===== src/rtl/encoder_4_2_stream_pkg.sv =====
// Shared types and the priority-encode function for the 4-to-2 stream encoder.
//   IN_W / CODE_W  : request-vector and index widths
//   enc_entry_t    : one queued result {code, zero, multi}
//   fill_state_t   : output-queue occupancy, encoded as the entry count
//   prio_encode()  : combinational priority encoder with zero/multi flags
package enc_pkg;

  localparam int IN_W   = 4;
  localparam int CODE_W = 2;

  typedef struct packed {
    logic [CODE_W-1:0] code;
    logic              zero;
    logic              multi;
  } enc_entry_t;

  // State value equals the number of valid entries, so it doubles as the count.
  typedef enum logic [1:0] {
    EMPTY = 2'd0,
    ONE   = 2'd1,
    FULL  = 2'd2
  } fill_state_t;

  // Scans bits from index 0 upward. With prio_high every set bit overwrites
  // the code, leaving the highest one. Otherwise only the first set bit is
  // kept, which is the lowest one.
  function automatic enc_entry_t prio_encode(input logic [IN_W-1:0] vec,
                                             input bit              prio_high);
    enc_entry_t  e;
    int unsigned ones;
    e    = '0;
    ones = 0;
    for (int i = 0; i < IN_W; i++) begin
      if (vec[i]) begin
        ones = ones + 1;
        if (prio_high || ones == 1) e.code = CODE_W'(i);
      end
    end
    e.zero  = (ones == 0);
    e.multi = (ones > 1);
    return e;
  endfunction

endpackage


===== src/rtl/encoder_4_2_stream_if.sv =====
// Handshake bundle for encoder_4_2_stream.
//   in_valid/in_ready/code_in                 : request side
//   out_valid/out_ready/code_out/out_zero/out_multi : result side
//   slave  : the encoder
//   master : the environment, which drives requests and consumes results
interface encoder_4_2_stream_if;
  import enc_pkg::*;

  logic              in_valid;
  logic              in_ready;
  logic [IN_W-1:0]   code_in;
  logic              out_valid;
  logic              out_ready;
  logic [CODE_W-1:0] code_out;
  logic              out_zero;
  logic              out_multi;

  modport slave (
    input  in_valid, code_in, out_ready,
    output in_ready, out_valid, code_out, out_zero, out_multi
  );

  modport master (
    output in_valid, code_in, out_ready,
    input  in_ready, out_valid, code_out, out_zero, out_multi
  );

endinterface


===== src/rtl/encoder_4_2_stream_fifo2_reg.sv =====
// Two-entry register FIFO of enc_entry_t, built as a shift pair.
//   clk, rst_n : clock and async active-low reset
//   push_i     : write din_i. The caller must not push when count_o == 2.
//   pop_i      : drop the head. The caller must not pop when count_o == 0.
//   din_i      : entry to write
//   head_o     : slot 0. It keeps the last popped value while empty.
//   count_o    : number of valid entries (0..2)
module fifo2_reg
  import enc_pkg::*;
(
  input  logic       clk,
  input  logic       rst_n,
  input  logic       push_i,
  input  logic       pop_i,
  input  enc_entry_t din_i,
  output enc_entry_t head_o,
  output logic [1:0] count_o
);

  fill_state_t state_q, state_d;
  enc_entry_t  slot0_q, slot0_d;
  enc_entry_t  slot1_q, slot1_d;

  // Slot 0 is always the head. A pop never clears it, so the outputs hold
  // the last delivered result while the queue is empty.
  always_comb begin
    state_d = state_q;
    slot0_d = slot0_q;
    slot1_d = slot1_q;
    unique case (state_q)
      EMPTY: begin
        if (push_i) begin
          slot0_d = din_i;
          state_d = ONE;
        end
      end
      ONE: begin
        if (push_i && pop_i) begin
          slot0_d = din_i;
        end else if (push_i) begin
          slot1_d = din_i;
          state_d = FULL;
        end else if (pop_i) begin
          state_d = EMPTY;
        end
      end
      FULL: begin
        if (pop_i) begin
          slot0_d = slot1_q;
          state_d = ONE;
        end
      end
      default: state_d = EMPTY;
    endcase
  end

  always_ff @(posedge clk or negedge rst_n) begin
    if (!rst_n) begin
      state_q <= EMPTY;
      slot0_q <= '0;
    end else begin
      state_q <= state_d;
      slot0_q <= slot0_d;
    end
  end

  // The second slot is never observable until it has been written, so it
  // carries no reset.
  always_ff @(posedge clk) begin
    slot1_q <= slot1_d;
  end

  assign head_o  = slot0_q;
  assign count_o = state_q;

endmodule


===== src/rtl/encoder_4_2_stream.sv =====
// Streaming 4-to-2 priority encoder with a 2-entry output queue and a
// saturating error counter for non-one-hot inputs.
//   PRIO_HIGH : 1 = highest set bit wins, 0 = lowest set bit wins
//   ERR_CNT_W : width of err_count
//   clk, rst_n : clock and async active-low reset
//   clr_err    : synchronous clear of err_count. It wins over an increment.
//   bus        : request/result handshake (slave side)
//   err_count  : accepted zero-hot or multi-hot beats, saturating at all-ones
module encoder_4_2_stream
  import enc_pkg::*;
#(
  parameter bit PRIO_HIGH = 1'b1,
  parameter int ERR_CNT_W = 8
) (
  input  logic                 clk,
  input  logic                 rst_n,
  input  logic                 clr_err,
  encoder_4_2_stream_if.slave  bus,
  output logic [ERR_CNT_W-1:0] err_count
);

  function automatic logic [ERR_CNT_W-1:0] sat_inc(input logic [ERR_CNT_W-1:0] v);
    return (&v) ? v : v + 1'b1;
  endfunction

  enc_entry_t            enc;
  enc_entry_t            head;
  logic [1:0]            count;
  logic                  push;
  logic                  pop;
  logic [ERR_CNT_W-1:0]  err_q, err_d;

  assign enc = prio_encode(bus.code_in, PRIO_HIGH);

  // in_ready depends only on registered occupancy. A full queue refuses a
  // beat even when a pop happens in the same cycle, which keeps out_ready
  // off the in_ready path.
  assign bus.in_ready  = (count < 2'd2);
  assign bus.out_valid = (count != 2'd0);
  assign push          = bus.in_valid && bus.in_ready;
  assign pop           = bus.out_valid && bus.out_ready;

  fifo2_reg u_fifo (
    .clk     (clk),
    .rst_n   (rst_n),
    .push_i  (push),
    .pop_i   (pop),
    .din_i   (enc),
    .head_o  (head),
    .count_o (count)
  );

  assign bus.code_out  = head.code;
  assign bus.out_zero  = head.zero;
  assign bus.out_multi = head.multi;

  always_comb begin
    err_d = err_q;
    if (clr_err)
      err_d = '0;
    else if (push && (enc.zero || enc.multi))
      err_d = sat_inc(err_q);
  end

  always_ff @(posedge clk or negedge rst_n) begin
    if (!rst_n) err_q <= '0;
    else        err_q <= err_d;
  end

  assign err_count = err_q;

endmodule


===== src/flat_wrapper.sv =====
// flat-port wrapper written by rule: the top's interface ports become plain ports
module encoder_4_2_stream_flat import enc_pkg::*;
#(
  parameter bit PRIO_HIGH = 1'b1,
  parameter int ERR_CNT_W = 8
)
  (clk, rst_n, clr_err, err_count, bus_in_valid, bus_code_in, bus_out_ready, bus_in_ready, bus_out_valid, bus_code_out, bus_out_zero, bus_out_multi);
  encoder_4_2_stream_if bus_i ();
  input  logic clk;
  input  logic rst_n;
  input  logic clr_err;
  output logic [ERR_CNT_W-1:0] err_count;
  input wire logic [$bits(bus_i.in_valid)-1:0] bus_in_valid;
  input wire logic [$bits(bus_i.code_in)-1:0] bus_code_in;
  input wire logic [$bits(bus_i.out_ready)-1:0] bus_out_ready;
  output wire logic [$bits(bus_i.in_ready)-1:0] bus_in_ready;
  output wire logic [$bits(bus_i.out_valid)-1:0] bus_out_valid;
  output wire logic [$bits(bus_i.code_out)-1:0] bus_code_out;
  output wire logic [$bits(bus_i.out_zero)-1:0] bus_out_zero;
  output wire logic [$bits(bus_i.out_multi)-1:0] bus_out_multi;
  assign bus_i.in_valid = bus_in_valid;
  assign bus_i.code_in = bus_code_in;
  assign bus_i.out_ready = bus_out_ready;
  assign bus_in_ready = bus_i.in_ready;
  assign bus_out_valid = bus_i.out_valid;
  assign bus_code_out = bus_i.code_out;
  assign bus_out_zero = bus_i.out_zero;
  assign bus_out_multi = bus_i.out_multi;
  encoder_4_2_stream #(.PRIO_HIGH(PRIO_HIGH), .ERR_CNT_W(ERR_CNT_W)) u_core (.clk(clk), .rst_n(rst_n), .clr_err(clr_err), .bus(bus_i), .err_count(err_count));
endmodule

===== config.mk =====
export PLATFORM = sky130hd
export DESIGN_NAME = encoder_4_2_stream_flat
export DESIGN_NICKNAME = d
export VERILOG_FILES = /design/src/rtl/encoder_4_2_stream_pkg.sv /design/src/rtl/encoder_4_2_stream_if.sv /design/src/rtl/encoder_4_2_stream_fifo2_reg.sv /design/src/rtl/encoder_4_2_stream.sv /design/src/flat_wrapper.sv
export SDC_FILE = /design/constraint.sdc
export NUM_CORES = 1
export LEC_CHECK = 0
export ABC_AREA = 1
export CORE_UTILIZATION = 50
export CTS_CLUSTER_SIZE = 10
export DETAILED_ROUTE_END_ITERATION = 8
export PLACE_DENSITY = 0.86
export SYNTH_ARGS = -nofsm -noshare
export SYNTH_HDL_FRONTEND = slang
export SYNTH_SLANG_ARGS = --single-unit
export TNS_END_PERCENT = 1

===== constraint.sdc =====
create_clock -name clk -period 2.1 [get_ports clk]
set_clock_uncertainty 0.2 [all_clocks]
set_input_delay 0.21 -clock clk [delete_from_list [all_inputs] [get_ports clk]]
set_output_delay 0.21 -clock clk [all_outputs]
set_load 0.01 [all_outputs]

==> results by group <==
Clocking
  • CTS Buf Count: 3
  • CTS sink count: 18
  • Clock Latency Late Sink: 290 ps
  • Root buf cell: clkbuf_4
  • CTS tree: done
  • H-tree levels: 1
  • Clock Pin Slew Worst Setup and Hold Paths: around 110 ps
  • CTS max path bufs: 2

GRT
  • Congestion Overflow GR: 0
  • Total track usage: about 26%
  • Largest net degree at the start of global routing: 17
  • Initial antenna violation count: 0
  • First-pass GRT wire length: ~5000 microns
  • Vias in the first global route: 1,132

STA
  • Final Critical Period: 1980 ps
  • Final setup TNS: 0 ps
  • Max Clk Rate: about 0.50 GHz
  • Pin slew with the least headroom to its limit: 668 ps
  • Min Hold Slack: 107 ps
  • Final number of hold-violating endpoints: 0
  • Final period util: 94.3%
  • Max-slew violations: 0
  • Final Setup Violations: 0
  • Final setup margin: 119 ps
  • RSZ-0062 raised after global routing: yes
  • Slew headroom: 55.4%

Route
  • Total wire length: 2770 microns
  • Vias: 1,150
  • Starting DRT DRC Count: 57
  • # DRC: 0
  • Antenna-violating nets left: 0
  • WL/cell: 12.9 microns
  • Post-DR vias/cell: 5.37
  • Pre-antenna DRT Iters: 4

Power and ir drop
  • Net Switching: 0.314 mW
  • Logic pwr share: 32.8%
  • Leakage: 0.790 nW
  • Sw Share: 32.4%
  • Seq pwr share: 44.5%
  • Internal power: approximately 0.65 mW
  • Clock power frac: between 20% and 30%
  • Tot Pwr: 0.968 mW
  • Power Density: 639 nW/um^2
  • Peak supply drop: 0.000461 V

Floorplanning
  • Die area: between 2000 and 2500 sq um
  • Io pins: 23
  • Number of cell rows: 16
  • Core area: between 2000 and 2500 sq um
  • Die Span Y: 49.9 microns
  • Die Wd: 49.9 microns
  • Starting density of the core: a little under three fifths

Synthesis
  • Synth cell types: 22
  • Simple-Gate Fraction of Synth Area: 37.8%
  • Most frequent cells after synthesis: nand2_1 (41), inv_1 (24), nand3_1 (18), nor2_1 (17), dfrtp_1 (14)
  • Synthesized area: about 1100 sq um
  • Main combinational cell family by area after synthesis: simple AND/OR/NAND/NOR gates
  • Syn nets: 169
  • Complex-gate fraction of the synthesized area: 5.67%
  • Post-synth EDFFs: 4
  • Asr flop ratio synth: approximately 80%
  • #FFs+latches synth: 18
  • Syn Area/Cell: ~7.4 sq um
  • XOR/XNOR Fraction of Synth Area: less than 1%
  • Register area share after synthesis: between 40 and 50%
  • Biggest area consumer among synthesized cells: dfrtp_1
  • Main synth FF type: dfrtp_1
  • Adder-cell share of the synthesized area: 5.45%
  • Mux cell area share after synthesis: 0%
  • Mapped Cells: 155
  • Synth warnings: 0
  • Top cells by area, synth: dfrtp_1 (31%), nand2_1 (13%), edfxtp_1 (10%)
  • Yosys top cell area share: 30.5%
  • Most numerous cell in the Yosys netlist: nand2_1

Finish
  • Multi-input gate area: ~610 sq um
  • Area growth, synth to finish: 32.0%
  • Layout cells sized above 1: 16.0%
  • Net count, final: 202
  • Number of diodes: 0
  • Register area: approximately 470 sq um
  • Fillers: 149
  • Core Util, Final: 73.4%

Run status
  • Status: complete, no violations

Worst hold path
  • Worst Hold Class: primary input to async pin

Worst setup path
  • Crit Path Class: primary input to flop
  • Crit. End Element: flop
  • Required time worst endpoint: 2140 ps
  • Crit path max fanout: 8
  • Critical Path AT: 2020 ps
  • Critical path launch point type: primary input

Place
  • Place WS: -515 ps
  • Port bufs: 22
  • RePlAce Congestion: 0.900
  • DP Wirelength: 2040 microns

Flow run
  • Max-Cap Viols: 0
-- worst max-delay path: stages --
cell           delay, ps
dlygate4sd2_1        220
inv_2                 50
ha_4                 280
nand2_2               50
nand2_2               80
inv_1                 50
ha_1                 260
or2_1                240
nand2_2              130
nand3_4              130
nand2_4              130
nand3_1               90
nand2_1              100
-- registers in the layout (all words and copies together) (netlist names) --
signal / count
u_core.u_fifo.count_o: 2
u_core.u_fifo.head_o: 4
u_core.u_fifo.slot1_q: 4
u_core.err_count: 8
-- worst paths after layout --
kind | start | end | slack [ps] | depth (start not counted)
max in group asynchronous | rst_n | u_core.u_fifo.count_o[0]$_DFFE_PN0P_ | 1170 | 1
min in group clk | bus_code_in[2] | u_core.u_fifo.head_o[2]$_DFFE_PN0P_ | 270 | 4
setup reg to reg | u_core.err_count[1]$_DFFE_PN0P_ | u_core.err_count[1]$_DFFE_PN0P_ | 360 | 7
setup / recovery | bus_code_in[1] | u_core.err_count[1]$_DFFE_PN0P_ | 120 | 13
hold reg to reg | u_core.u_fifo.head_o[1]$_DFFE_PN0P_ | u_core.u_fifo.head_o[1]$_DFFE_PN0P_ | 320 | 2
hold / removal | rst_n | u_core.err_count[1]$_DFFE_PN0P_ | 110 | 1
-- metal layers --
layer  wire [microns]  track usage [%]
met5                0                0
met4               42             6.67
met2             1470             48.6
met1             1150             31.0
met3              111             2.78
-- cells by family after synthesis --
| group | count (synthesis) |
|---|---|
| AND/OR/NAND/NOR | 93 |
| buffers and inverters | 28 |
| flip-flops | 18 |
| AO/OA/AOI/OAI | 10 |
| adder cells (fa/ha/maj) | 5 |
| XOR/XNOR | 1 |
-- power by group through the flow --
stage | logic (mW) | clock network [mW] | registers (mW)
after global placement | 0.282 | 0 | 0.435
final | 0.317 | 0.220 | 0.431
after floorplan | 0.141 | 0 | 0.448
after CTS | 0.310 | 0.219 | 0.431
after detailed placement | 0.295 | 0 | 0.437
after global routing | 0.349 | 0.235 | 0.435
-- repair_timing --
item	4_1_cts	5_1_grt
cloned	1	0
setup endpoints to repair	12	9
gates resized for setup	5	8
buffers inserted	2	0
hold buffers	0	0
pin swaps	6	5
-- placed cells by master (no fill, tap or decap), types with 2 or more instances in the layout --
cell type	synthesis	routed
ha_1	5	4
nand3_2	0	2
nor2_2	2	2
clkbuf_4	0	3
o21ai_0	2	2
a21oi_1	5	5
buf_4	0	6
nand3_1	18	17
inv_1	24	21
nand4_1	8	8
nand2_2	2	5
nand2_1	41	38
nor2_1	17	17
nand2_4	2	2
inv_2	3	6
dfrtp_1	14	14
edfxtp_1	4	4
clkdlybuf4s50_1	0	19
-- area by class of cell --
cell class	count	area share [%]
Timing Repair Buffer	28	17.6
Tap cell	27	2.23
Inverter	27	6.69
Sequential cell	18	31.1
Multi-Input combinational cell	110	40.0
Clock buffer	4	2.40
-- through the flow --
step / instances / area [sq um]
after floorplan: 155 / 1150
after global placement: 207 / 1430
after detailed placement: 207 / 1430
after CTS: 214 / 1500
after global routing: 214 / 1510
final: 214 / 1510
No activity file was read; power rests on OpenSTA's default activity.
